File: config.mk
export PLATFORM = sky130hd
export DESIGN_NAME = muldiv_sequencer
export DESIGN_NICKNAME = d
export VERILOG_FILES = /design/src/rtl/muldiv_sequencer.sv
export SDC_FILE = /design/constraint.sdc
export NUM_CORES = 1
export LEC_CHECK = 0
export CAP_MARGIN = 20
export CORE_MARGIN = 2
export CORE_UTILIZATION = 35
export CTS_CLUSTER_DIAMETER = 200
export DETAILED_ROUTE_END_ITERATION = 12
export DONT_BUFFER_PORTS = 1
export PLACE_DENSITY = 0.5
export SLEW_MARGIN = 40
export SYNTH_ARGS = -nofsm -noshare
export SYNTH_HDL_FRONTEND = slang
export SYNTH_SLANG_ARGS = --single-unit
File: constraint.sdc
create_clock -name clk -period 6.5 [get_ports clk]
set_clock_uncertainty 0.1 [all_clocks]
set_input_delay 0.65 -clock clk [delete_from_list [all_inputs] [get_ports clk]]
set_output_delay 0.65 -clock clk [all_outputs]
set_load 0.05 [all_outputs]
File: src/rtl/muldiv_sequencer.sv
// muldiv_sequencer: iterative MULT/MULTU/DIV/DIVU unit with HI/LO result registers.
// One shared adder serves both shift-add multiply and restoring divide.
// Every op takes WIDTH+2 edges from the start edge to the done pulse.
// Optional feature: define MULDIV_MTHI_MTLO_EN to add the MTHI/MTLO write ports
// hi_we, lo_we and wr_data. Writes are honoured only in IDLE.
module muldiv_sequencer #(
  parameter int WIDTH = 32
) (
  input  logic             clk,
  input  logic             reset_n,
  input  logic             start,
  input  logic [1:0]       op,
  input  logic [WIDTH-1:0] operand_a,
  input  logic [WIDTH-1:0] operand_b,
  input  logic             flush,
`ifdef MULDIV_MTHI_MTLO_EN
  input  logic             hi_we,
  input  logic             lo_we,
  input  logic [WIDTH-1:0] wr_data,
`endif
  output logic             busy,
  output logic             done,
  output logic             div_zero,
  output logic [WIDTH-1:0] hi,
  output logic [WIDTH-1:0] lo
);

  localparam int CW = (WIDTH > 1) ? $clog2(WIDTH) : 1;

  typedef enum logic [1:0] {S_IDLE, S_PREP, S_CALC, S_FIX} state_t;

  state_t             r_state;
  logic [CW-1:0]      r_cnt;
  logic [1:0]         r_op;       // op[1]: divide, op[0]: unsigned
  logic [WIDTH-1:0]   r_a;        // raw dividend, kept for the divide-by-zero result
  logic [WIDTH-1:0]   r_b;
  logic [WIDTH-1:0]   r_m;        // multiplicand or divisor magnitude
  logic [WIDTH-1:0]   r_p_hi;     // product high half / partial remainder
  logic [WIDTH-1:0]   r_p_lo;     // multiplier bits / dividend bits becoming quotient
  logic               r_neg_res;
  logic               r_neg_rem;
  logic               r_b_zero;
  logic               r_busy;
  logic               r_done;
  logic               r_div_zero;
  logic [WIDTH-1:0]   r_hi;
  logic [WIDTH-1:0]   r_lo;

  logic               w_signed;
  logic [WIDTH-1:0]   w_a_mag;
  logic [WIDTH-1:0]   w_b_mag;
  logic [WIDTH+1:0]   w_add_a;
  logic [WIDTH+1:0]   w_add_b;
  logic [WIDTH+1:0]   w_cin;
  logic [WIDTH+1:0]   w_sum;
  logic [2*WIDTH-1:0] w_prod_neg;
  logic [WIDTH-1:0]   w_quo_neg;
  logic [WIDTH-1:0]   w_rem_neg;

  // Operand magnitudes for PREP and sign-corrected results for FIX.
  // NOTE: every always_comb output gets a default first, so no path can infer a latch.
  always_comb begin
    w_signed   = ~r_op[0];
    w_a_mag    = r_a;
    w_b_mag    = r_b;
    if (w_signed && r_a[WIDTH-1]) w_a_mag = {WIDTH{1'b0}} - r_a;
    if (w_signed && r_b[WIDTH-1]) w_b_mag = {WIDTH{1'b0}} - r_b;
    w_prod_neg = {(2*WIDTH){1'b0}} - {r_p_hi, r_p_lo};
    w_quo_neg  = {WIDTH{1'b0}} - r_p_lo;
    w_rem_neg  = {WIDTH{1'b0}} - r_p_hi;
  end

  // Shared adder: adds the multiplicand, or subtracts the divisor from the shifted remainder.
  always_comb begin
    w_add_a = {2'b00, r_p_hi};
    w_add_b = {2'b00, r_m};
    w_cin   = '0;
    if (r_op[1]) begin
      w_add_a = {1'b0, r_p_hi, r_p_lo[WIDTH-1]};
      w_add_b = ~{2'b00, r_m};
      w_cin   = {{(WIDTH+1){1'b0}}, 1'b1};
    end
    w_sum = w_add_a + w_add_b + w_cin;
  end

  // Sequencer FSM with datapath and registered outputs; flush outranks all other work.
  // NOTE: state is updated with non-blocking assignments so every register samples pre-edge values.
  always_ff @(posedge clk or negedge reset_n) begin
    if (!reset_n) begin
      r_state    <= S_IDLE;
      r_cnt      <= '0;
      r_op       <= '0;
      r_a        <= '0;
      r_b        <= '0;
      r_m        <= '0;
      r_p_hi     <= '0;
      r_p_lo     <= '0;
      r_neg_res  <= 1'b0;
      r_neg_rem  <= 1'b0;
      r_b_zero   <= 1'b0;
      r_busy     <= 1'b0;
      r_done     <= 1'b0;
      r_div_zero <= 1'b0;
      r_hi       <= '0;
      r_lo       <= '0;
    end else begin
      r_done <= 1'b0;
      if (r_state != S_IDLE && flush) begin
        r_state <= S_IDLE;
        r_busy  <= 1'b0;
      end else begin
        case (r_state)
          S_IDLE: begin
`ifdef MULDIV_MTHI_MTLO_EN
            if (hi_we) r_hi <= wr_data;
            if (lo_we) r_lo <= wr_data;
`endif
            if (start && !flush) begin
              r_state    <= S_PREP;
              r_busy     <= 1'b1;
              r_op       <= op;
              r_a        <= operand_a;
              r_b        <= operand_b;
              r_div_zero <= 1'b0;
            end
          end
          S_PREP: begin
            r_neg_res <= w_signed & (r_a[WIDTH-1] ^ r_b[WIDTH-1]);
            r_neg_rem <= w_signed & r_a[WIDTH-1];
            r_b_zero  <= (r_b == '0);
            r_p_hi    <= '0;
            if (r_op[1]) begin
              r_m    <= w_b_mag;
              r_p_lo <= w_a_mag;
            end else begin
              r_m    <= w_a_mag;
              r_p_lo <= w_b_mag;
            end
            r_cnt   <= CW'(WIDTH - 1);
            r_state <= S_CALC;
          end
          S_CALC: begin
            if (r_op[1]) begin
              // Restoring divide: keep the difference only when it did not go negative.
              if (!w_sum[WIDTH+1]) begin
                r_p_hi <= w_sum[WIDTH-1:0];
                r_p_lo <= {r_p_lo[WIDTH-2:0], 1'b1};
              end else begin
                r_p_hi <= w_add_a[WIDTH-1:0];
                r_p_lo <= {r_p_lo[WIDTH-2:0], 1'b0};
              end
            end else if (r_p_lo[0]) begin
              {r_p_hi, r_p_lo} <= {w_sum[WIDTH:0], r_p_lo[WIDTH-1:1]};
            end else begin
              {r_p_hi, r_p_lo} <= {1'b0, r_p_hi, r_p_lo[WIDTH-1:1]};
            end
            if (r_cnt == '0) r_state <= S_FIX;
            else             r_cnt   <= r_cnt - CW'(1);
          end
          S_FIX: begin
            if (!r_op[1]) begin
              {r_hi, r_lo} <= r_neg_res ? w_prod_neg : {r_p_hi, r_p_lo};
            end else if (r_b_zero) begin
              // Divide by zero reports the raw dividend, bypassing sign correction.
              r_hi       <= r_a;
              r_lo       <= '1;
              r_div_zero <= 1'b1;
            end else begin
              r_lo <= r_neg_res ? w_quo_neg : r_p_lo;
              r_hi <= r_neg_rem ? w_rem_neg : r_p_hi;
            end
            r_done  <= 1'b1;
            r_busy  <= 1'b0;
            r_state <= S_IDLE;
          end
          default: begin
            r_state <= S_IDLE;
            r_busy  <= 1'b0;
          end
        endcase
      end
    end
  end

  assign busy     = r_busy;
  assign done     = r_done;
  assign div_zero = r_div_zero;
  assign hi       = r_hi;
  assign lo       = r_lo;

endmodule

==> results.rst <==
.. list-table::
   :header-rows: 1

   * - Metric
     - Value
   * - Complex-gate fraction of the synthesized area
     - 18.3%
   * - Worst Tran Pin Value
     - 842 ps
   * - Dominant register cell in the synthesized netlist
     - sky130_fd_sc_hd__dfrtp_1
   * - Num ports
     - 137
   * - Detailed-route wire length
     - 59400 um
   * - Via count of the first global-routing pass
     - 14400
   * - Starting utilization of the core area
     - 35.2%
   * - Final-report hold violation count
     - 0
   * - Overall Global Routing Usage
     - 22.4%
   * - GPL Wtd Cong
     - 0.903
   * - Horizontal extent of the die
     - 228 um
   * - Xor and xnor fraction of the mapped netlist area
     - 10.3%
   * - Setup repair after global routing missed its margin
     - no
   * - Worst min-delay path class
     - in -> reg
   * - Multiplexer share of the synthesized area
     - 13.7%
   * - Post-Synth Adder-Cell Area
     - 3.04%
   * - Slowest CP cell
     - sky130_fd_sc_hd__dfrtp_4
   * - First-pass GRT wire length
     - 91300 um
   * - Post-route design area
     - 19100 um2
   * - Iteration-0 DRC count of the detailed router
     - 1434
   * - Mapped Area
     - 17500 um2
   * - Relative slew slack
     - 43.2%
   * - Status
     - finished clean
   * - Post-layout minimum cycle time
     - 5070 ps
   * - Clock latency reported for the late side of the worst-skew pair
     - 580 ps
   * - Post-route ant nets
     - 0
   * - Required time of the critical path
     - 6910 ps
   * - Critical path, cell by cell
     - buf_4 -> mux2_2 -> ha_1 -> nand3_1 -> a211oi_1 -> nand4_1 -> a31oi_1 -> a221oi_1 -> o41ai_1 -> a311oi_1 -> o21ai_0 -> a32o_1
   * - Share of async-settable or async-resettable flops after synthesis
     - 100%
   * - PostCTS Resize Cnt
     - 0
   * - Fraction of the yosys area taken by sequential cells
     - 34.1%
   * - Arrival @ worst endpoint
     - 5480 ps
   * - Peak per-stage delay on the critical path
     - 820 ps
   * - Synthesized area divided by synthesized cell count
     - 8.75 um2
   * - H-tree lvl count
     - 1
   * - Std cell rows
     - 82
   * - Cell area reported after detailed placement
     - 18000 um2
   * - Final max-slew violation count
     - 0
   * - Count of vias placed by the detailed router
     - 14900
   * - TNS Setup
     - 0 ps
   * - Share of final-layout standard cells stronger than drive strength 1
     - 13.2%
   * - Mapped Nets
     - 2117
   * - Number of remaining DRC errors
     - 0
   * - Number of vias per cell
     - 5.75
   * - Cell count after synthesis
     - 2005
   * - CTS tree
     - done
   * - Vertical die dimension
     - 228 um
   * - Number of distinct library cells after synthesis
     - 76
   * - Post-Synth Simple-Gate Area
     - 16.1%
   * - Final period utilization
     - 78.0%
   * - Final core area utilization
     - 38.5%
   * - Core box area
     - 49800 um2
   * - Clock tree root driver cell
     - sky130_fd_sc_hd__clkbuf_16
   * - Type of the worst setup path
     - reg -> reg
   * - YS warnings
     - 0
   * - Post-layout net count
     - 2018
   * - Antenna violations before repair
     - 6
   * - Number of enable flip-flop cells after synthesis
     - 0
   * - CTS Sinks
     - 239
   * - Largest buffer count on any clock path
     - 3
   * - Largest family of logic cells by synthesized area
     - compound AO/OA/AOI/OAI gates
   * - GRT Residual Overflow
     - 0
   * - Max Freq
     - 0.197 GHz
   * - Critical path launch point type
     - register
   * - FF-to-FF Start
     - r_op[1]
   * - Startpoint of the most critical hold path
     - flush
   * - Pin count of the biggest net entering global routing
     - 240
   * - Worst Setup End Kind
     - register
   * - Die Area
     - 51900 um2
   * - Beginning of the critical path
     - r_op[1]
   * - Growth of design area from synthesis to finish
     - 9.17%
   * - Largest driver fanout on the critical path
     - 46
   * - Maxcap violations
     - 0
   * - Detailed placer's ending HPWL
     - 43700 um
   * - Clock buffers created by TritonCTS
     - 29
   * - Yosys reg bits
     - 239
   * - Setup violations, final
     - 0
   * - Clock transition at the register clock pins on the worst setup and hold paths after CTS
     - 60 ps
   * - WL per Instance
     - 22.9 um
   * - Count of buffers inserted at the top-level ports
     - 0
   * - DR pass1 iterations
     - 7
==> final cells by class <==
type	count	area, um2
Tap cell	672	841
Timing Repair Buffer	32	319
Multi-Input combinational cell	1565	10800
Fill cell	5034	30600
Inverter	39	146
Antenna cell	1	2.50
Sequential cell	239	5990
Clock buffer	36	792
Clock inverter	15	239
==> cell usage in the layout (no fill, tap or decap), types with 9 or more instances in the layout <==
cell type / count
sky130_fd_sc_hd__o211ai_1: 14
sky130_fd_sc_hd__or4_1: 11
sky130_fd_sc_hd__o31ai_1: 38
sky130_fd_sc_hd__ha_1: 40
sky130_fd_sc_hd__a21o_1: 19
sky130_fd_sc_hd__mux4_2: 23
sky130_fd_sc_hd__nor3_1: 25
sky130_fd_sc_hd__clkbuf_16: 29
sky130_fd_sc_hd__mux2_2: 116
sky130_fd_sc_hd__nand2_1: 252
sky130_fd_sc_hd__nor2b_1: 15
sky130_fd_sc_hd__mux2i_1: 58
sky130_fd_sc_hd__xnor2_1: 101
sky130_fd_sc_hd__a21oi_1: 138
sky130_fd_sc_hd__nor4_1: 17
sky130_fd_sc_hd__buf_4: 26
sky130_fd_sc_hd__inv_1: 38
sky130_fd_sc_hd__or2_2: 9
sky130_fd_sc_hd__a211oi_1: 31
sky130_fd_sc_hd__and2_1: 10
sky130_fd_sc_hd__nand3_1: 18
sky130_fd_sc_hd__nand2b_1: 19
sky130_fd_sc_hd__or3_1: 32
sky130_fd_sc_hd__xor2_1: 106
sky130_fd_sc_hd__nor2_1: 146
sky130_fd_sc_hd__o221ai_1: 9
sky130_fd_sc_hd__a31oi_1: 18
sky130_fd_sc_hd__nand4_1: 13
sky130_fd_sc_hd__o41ai_1: 16
sky130_fd_sc_hd__o21ai_0: 163
sky130_fd_sc_hd__dfrtp_1: 236
sky130_fd_sc_hd__a22o_1: 14
==> worst paths after layout <==
kind,slack [ps],endpoint,cells past startpoint
min in group asynchronous,460,r_p_hi[18],2
max reg2reg,1430,r_p_hi[30],12
min,70,busy,1
max,1430,r_p_hi[30],12
min reg2reg,400,r_cnt[0],1
max in group asynchronous,4410,lo[13],4
==> per-layer routing <==
| layer | global-route usage, % | routed length (um) |
|---|---|---|
| met1 | 32.4 | 27400 |
| met2 | 33.9 | 25700 |
| met3 | 4.13 | 4310 |
| met4 | 6.94 | 2030 |
| met5 | 0 | 27 |
==> cells in the mapped netlist, types with 25 or more instances <==
master                     instances  area share, %
sky130_fd_sc_hd__xor2_1          106            5.3
sky130_fd_sc_hd__inv_1            38           0.81
sky130_fd_sc_hd__mux2i_1          58            3.3
sky130_fd_sc_hd__o31ai_1          38            1.6
sky130_fd_sc_hd__nand2_1         256            5.5
sky130_fd_sc_hd__a211oi_1         31            1.3
sky130_fd_sc_hd__ha_1             41            2.9
sky130_fd_sc_hd__nor2_1          146            3.1
sky130_fd_sc_hd__a21oi_1         139            4.0
sky130_fd_sc_hd__o21ai_0         163            4.7
sky130_fd_sc_hd__nor3_1           25           0.71
sky130_fd_sc_hd__or3_1            32            1.1
sky130_fd_sc_hd__dfrtp_1         239             34
sky130_fd_sc_hd__clkbuf_1        132            2.8
sky130_fd_sc_hd__xnor2_1         101            5.0
sky130_fd_sc_hd__mux2_2          116            7.4
==> worst max-delay path: cells and delay by family, from the launching register on <==
kind	cells	cell delay [ps]
adder cells (fa/ha/maj)	1	400
multiplexers	1	390
AO/OA/AOI/OAI	7	2430
flip-flops	1	820
buffers and inverters	1	460
AND/OR/NAND/NOR	2	400
==> registers in the layout, indices dropped and copies added, names as in the netlist, 2 cells and up <==
signal	cells
r_a	32
lo	32
r_p_lo	32
r_cnt	5
r_b	32
r_state	2
r_m	32
hi	32
r_p_hi	32
r_op	2
==> stage by stage <==
step | worst slack [ps] | hold slack, ps | std cells
after CTS | 1550 | 46.5 | 2595
final | 1430 | 68.7 | 2599
after detailed placement | 1570 | 275 | 2543
after global routing | 1140 | 51.9 | 2598
after global placement | 1400 | 274 | 2541
after floorplan | 1780 | 254 | 2005
==> repair_timing <==
action                                  CTS  global route
hold endpoints to repair                239            28
buffers inserted                          0             0
hold buffers                              1             1
endpoints found under the setup margin    0             0
==> cells by family after synthesis <==
group	Yosys count
and+or+nand+nor	604
AOI/OAI and AO/OA	515
DFF	239
xor gates and xnor gates	207
buffers and inverters	201
muxes	197
adders and majority gates	42
Power is left out: the tool's default activity adds up to more than one toggle a clock period on the data nets, which glitch-free logic cannot reach.
